===== config.mk =====
export PLATFORM = sky130hd
export DESIGN_NAME = instruction_queue_mw
export DESIGN_NICKNAME = d
export VERILOG_FILES = /design/src/rtl/drac_pkg.sv /design/src/rtl/iq_lane_compactor.sv /design/src/rtl/instruction_queue_mw.sv
export SDC_FILE = /design/constraint.sdc
export NUM_CORES = 2
export LEC_CHECK = 0
export ABC_CLOCK_PERIOD_IN_PS = 19650
export CAP_MARGIN = 40
export CORE_ASPECT_RATIO = 0.5
export CORE_MARGIN = 2
export CORE_UTILIZATION = 55
export CTS_CLUSTER_SIZE = 12
export DETAILED_ROUTE_END_ITERATION = 8
export DONT_BUFFER_PORTS = 1
export PLACE_DENSITY = 0.68
export SYNTH_ARGS = -nofsm -noshare
export SYNTH_HDL_FRONTEND = slang
export SYNTH_SLANG_ARGS = --single-unit

===== constraint.sdc =====
create_clock -name clk_i -period 19.65 [get_ports clk_i]
set_clock_uncertainty 0.15 [all_clocks]
set_input_delay 0 -clock clk_i [delete_from_list [all_inputs] [get_ports clk_i]]
set_output_delay 0 -clock clk_i [all_outputs]
set_load 0.01 [all_outputs]

===== src/rtl/drac_pkg.sv =====
// Shared pipeline types for the ID -> IR boundary and instruction queue defaults.
package drac_pkg;

  localparam int unsigned XLEN             = 64;
  localparam int unsigned NUM_SCALAR_INSTR = 2;

  localparam int unsigned IQ_DEPTH = 8;
  localparam int unsigned IQ_W_IN  = 2;
  localparam int unsigned IQ_R_OUT = 2;
  localparam int unsigned IQ_PTR_W = $clog2(IQ_DEPTH);
  localparam int unsigned IQ_CNT_W = $clog2(IQ_DEPTH + 1);

  typedef logic [IQ_PTR_W-1:0] iq_ptr_t;
  typedef logic [IQ_CNT_W-1:0] iq_cnt_t;

  typedef struct packed {
    logic            valid;
    logic [XLEN-1:0] pc;
    logic [31:0]     bits;
  } instr_entry_t;

  typedef struct packed {
    instr_entry_t instr;
    logic [4:0]   rd;
    logic [4:0]   rs1;
    logic [4:0]   rs2;
  } id_ir_stage_t;

endpackage


===== src/rtl/iq_lane_compactor.sv =====
// Packs valid lanes toward index 0 preserving lane order and reports how many were valid.
module iq_lane_compactor
  import drac_pkg::*;
#(
  parameter int unsigned W_IN = 2
) (
  input  id_ir_stage_t [W_IN-1:0]          lanes,
  output id_ir_stage_t [W_IN-1:0]          packed_lanes,
  output logic [$clog2(W_IN+1)-1:0]        count
);

  localparam int unsigned IDX_W = (W_IN > 1) ? $clog2(W_IN) : 1;
  localparam int unsigned CNT_W = $clog2(W_IN + 1);

  always_comb begin
    int unsigned idx;
    packed_lanes = '0;
    idx          = 0;
    for (int k = 0; k < W_IN; k++) begin
      if (lanes[k].instr.valid) begin
        packed_lanes[IDX_W'(idx)] = lanes[k];
        idx = idx + 1;
      end
    end
    count = CNT_W'(idx);
  end

endmodule


===== src/rtl/instruction_queue_mw.sv =====
// Multi-width in-order instruction queue between ID and IR: all-or-nothing
// enqueue of compacted lanes, variable-count dequeue, first-word-fall-through head.
module instruction_queue_mw
  import drac_pkg::*;
#(
  parameter int unsigned DEPTH = IQ_DEPTH,
  parameter int unsigned W_IN  = IQ_W_IN,
  parameter int unsigned R_OUT = IQ_R_OUT
) (
  input  logic                            clk_i,
  input  logic                            rstn_i,
  input  logic                            flush_i,
  input  id_ir_stage_t [W_IN-1:0]         instr_i,
  output logic                            enq_ready_o,
  input  logic [$clog2(R_OUT+1)-1:0]      deq_cnt_i,
  output id_ir_stage_t [R_OUT-1:0]        instr_o,
  output logic [R_OUT-1:0]                head_valid_o,
  output logic [$clog2(DEPTH+1)-1:0]      free_cnt_o,
  output logic                            full_o,
  output logic                            empty_o
);

  localparam int unsigned PTR_W = $clog2(DEPTH);
  localparam int unsigned CNT_W = $clog2(DEPTH + 1);
  localparam int unsigned DEQ_W = $clog2(R_OUT + 1);
  localparam int unsigned NIN_W = $clog2(W_IN + 1);

  id_ir_stage_t            storage [DEPTH];
  logic [PTR_W-1:0]        head;
  logic [PTR_W-1:0]        tail;
  logic [CNT_W-1:0]        num;

  id_ir_stage_t [W_IN-1:0] packed_lanes;
  logic [NIN_W-1:0]        n_in;
  logic [CNT_W-1:0]        free_cnt;
  logic [CNT_W-1:0]        add_cnt;
  logic [CNT_W-1:0]        deq_eff;
  logic                    accept;

  iq_lane_compactor #(.W_IN(W_IN)) u_compactor (
    .lanes        (instr_i),
    .packed_lanes (packed_lanes),
    .count        (n_in)
  );

  // Admission uses registered free space only; slots freed this cycle are not reusable.
  always_comb begin
    free_cnt = CNT_W'(DEPTH) - num;
    accept   = (CNT_W'(n_in) <= free_cnt) && !flush_i;
    add_cnt  = accept ? CNT_W'(n_in) : '0;
    deq_eff  = (CNT_W'(deq_cnt_i) > num) ? num : CNT_W'(deq_cnt_i);
  end

  always_ff @(posedge clk_i or negedge rstn_i) begin
    if (!rstn_i) begin
      head <= '0;
      tail <= '0;
      num  <= '0;
    end else if (flush_i) begin
      head <= '0;
      tail <= '0;
      num  <= '0;
    end else begin
      head <= head + PTR_W'(deq_eff);
      tail <= tail + PTR_W'(add_cnt);
      num  <= num + add_cnt - deq_eff;
    end
  end

  // Storage is data-only; validity is tracked by num, so no reset is needed.
  always_ff @(posedge clk_i) begin
    if (accept) begin
      for (int k = 0; k < W_IN; k++) begin
        if (NIN_W'(k) < n_in) begin
          storage[tail + PTR_W'(k)] <= packed_lanes[k];
        end
      end
    end
  end

  always_comb begin
    for (int j = 0; j < R_OUT; j++) begin
      head_valid_o[j]          = (num > CNT_W'(j));
      instr_o[j]               = storage[head + PTR_W'(j)];
      instr_o[j].instr.valid   = head_valid_o[j];
    end
  end

  assign free_cnt_o  = free_cnt;
  assign full_o      = (num == CNT_W'(DEPTH));
  assign empty_o     = (num == '0);
  assign enq_ready_o = (free_cnt >= CNT_W'(W_IN));

  deq_le_num_a : assert property (@(posedge clk_i) disable iff (!rstn_i)
                                  (CNT_W'(deq_cnt_i) <= num));

  logic [DEQ_W-1:0] unused_deq_w;
  assign unused_deq_w = '0;

endmodule


==> out/qor.txt <==
Tcrit/Tclk final: 28.07%
DPL Wire Length: 89,140 um
CP most frequent cell: buf_4
FF+latch count, synth: 898
FP Rows: 81
Share of the synthesized area in the top cell type: 49.02%
Worst r2r path cells: 14
CP delay by family, top: buffers and inverters
Worst reg2reg path endpoint: storage[5][26]
Post-CTS Resized: 0
Number of port buffers: 0
Io pins: 462
Peak VDD IR: 0.1060 mV
Arrival time at the worst endpoint: 5740 ps
Startpoint Class: register
Syn_nets: 4,835
Average size of a mapped cell: 11.88 um^2
CTS Root Cell: clkbuf_16
Largest net degree at the start of global routing: 240
Cells along the critical path: inv_1, ha_1, inv_1, ha_1, nor2b_1, o21ai_1, buf_4, nor2_1, or3b_1, o21ai_4, buf_16, buf_4, buf_4, buf_16
Chip width: 448.8 um
Slew HR: 21.65%
Post-synth top cells: o21ai_0, edfxtp_1, clkbuf_1, mux4_2, nand2_1
Initial antenna violation count: 12
Post-DR wirelength/cell: 28.35 um
Number of synthesized flops with an enable pin: 888
Final ANT Viol Nets: 0
Buf/Inv on CP: 7
Ys flop type: edfxtp_1
Syn Inst Count: 4,581
H-tree depth: 3
# setup viols final: 0
Nets: 4,717
Seq/Total Area, Yosys: 49.48%
Vias/cell: 7.033
Crit. End Element: register
Max-cap viol count: 0
DR pass1 iterations: 7
Initial drt markers: 5,580
Vias in the first global route: 40,190
Post-synthesis cell type count: 37
Core area: 0.09790 mm^2
Max stage delay on crit path: 690 ps
Ranking of synthesized cells by area: edfxtp_1, mux4_2, o21ai_0, mux2_2, clkbuf_1
Critical path depth in cells: 14
First-pass GRT wire length: 243,700 um
Setup crit start: num[0]
Final Critical Period: 5516 ps
Yosys warns: 0
Synth-to-Final Area Change: 11.72%
Crit Path Max Fanout: 43
Total Neg Setup Slack: 0 ps
Total track usage: 31.88%
Reg2Reg Setup Slack: 14,130 ps
Fin. max-slew vios: 0
Vias: 41,080
Worst Hold Launch: instr_i[223]
Synth area leader: edfxtp_1
Crit path kind: register to register
RR Startpoint: num[0]
Status: finished, final reports clean
Initial core utilization: 55.57%
Fillers: 7,387
Die H: 226.4 um
Reg clk slew, reported paths: 60 ps
Pwr per Cell Area: 122.6 mW/mm^2
Hold WC Path Type: primary input to register
Critical Path RT: 19,880 ps
Async SR Flop Fraction: 1.114%
GP Congestion: 0.8008
Clk sinks: 898
Mapped Area: 0.05440 mm^2
Share of post-route cells with drive strength above 1: 19.14%
Final Hold Viols: 0
Setup ws final: 14,130 ps
Count leader, synth: o21ai_0
Maximum clock frequency: 0.1813 GHz
Total gr overflow: 0
Total Wirelength: 165,600 um
DRC viols: 0
Lkg Pwr: 18.98 nW
Worst-Margin Slew: 1175 ps
Total Die Area: 0.1016 mm^2
Max Buffers Root-to-Sink: 3
Pre-CTS WS: 14,130 ps
Crit path capture: storage[5][26]
Worst-Skew Late Latency: 700 ps
RSZ-0062 raised after global routing: false
CTS tree: yes
CTS buffer count: 87
Critical Path Slowest Stage Cell: buf_4
-- per-layer routing --
metal	GRT usage [%]	routed length, um	share of wire (%)
met1	41.28	60110	36
met4	13.89	7013	4.2
met2	53.11	81360	49
met5	0	24	0.014
met3	6.036	17110	10
-- layout by cell type (no fill, tap or decap), types with 30 or more instances in the layout --
master / n
dlygate4sd3_1: 340
clkbuf_16: 87
and2_1: 113
mux4_2: 444
and3_1: 111
o21ai_0: 1462
clkbuf_1: 30
edfxtp_1: 888
nand3_1: 111
buf_4: 43
nand2_1: 324
o211ai_1: 162
mux2_2: 222
-- worst min path at each step --
stage	to	slack, ps	depth (start not counted)
floorplan	head[0]	-450	0
global route	num[1]	50	5
global placement	num[1]	-450	0
detailed placement	num[1]	-450	0
finish	num[1]	60	5
CTS	num[1]	10	5
-- kinds of logic after synthesis --
kind of cell               share of synthesized area [%]
AOI/OAI and AO/OA                                  15.94
DFF                                                49.48
and+or+nand+nor                                    6.203
muxes                                              22.98
buffers and inverters                              4.614
adders and majority gates                         0.6164
xor gates and xnor gates                          0.1771
-- power by group --
| part | internal (mW) | total, mW | switching (mW) |
|---|---|---|---|
| sequential | 2.31 | 2.43 | 0.115 |
| clock | 0.818 | 1.56 | 0.744 |
| combinational | 1.56 | 3.46 | 1.91 |
-- registers in the layout, indices dropped and copies added, names as in the netlist --
| signal | cells |
|---|---|
| storage | 888 |
| head | 3 |
| num | 4 |
| tail | 3 |
-- through the flow --
step,cell area [um^2],power [mW],cells,hold slack (ps),util (%)
detailed placement,54870,5.820,5360,-445.2,56.05
finish,60780,7.454,5841,64.83,62.08
global route,60780,7.701,5841,48.99,62.08
floorplan,54400,4.967,4581,-445.6,-
CTS,60750,7.458,5832,11.96,62.06
global placement,54310,5.696,5339,-445.2,55.48
-- worst reg2reg max path, cell delays in order (launching register included) --
cell	delay (ps)
dfrtp_1	570
inv_1	150
ha_1	420
inv_1	80
ha_1	300
nor2b_1	130
o21ai_1	140
buf_4	240
nor2_1	180
or3b_1	560
o21ai_4	580
buf_16	240
buf_4	700
buf_4	410
buf_16	310
-- final cells by class --
class / count / area (um^2) / area share [%]
Antenna cell: 9 / 22.52 / 0.03706
Clock buffer: 119 / 2317 / 3.813
Clock inverter: 11 / 108.9 / 0.1791
Inverter: 18 / 70.07 / 0.1153
Multi-Input combinational cell: 3042 / 25130 / 41.35
Sequential cell: 898 / 26930 / 44.30
Tap cell: 1328 / 1662 / 2.734
Timing Repair Buffer: 416 / 4537 / 7.465
-- timing repair --
item | in CTS | in global routing
endpoints found under the hold margin | 1280 | 0
hold buffers | 342 | 0
buffers inserted | 0 | 0
(Power assumes the default switching activity.)
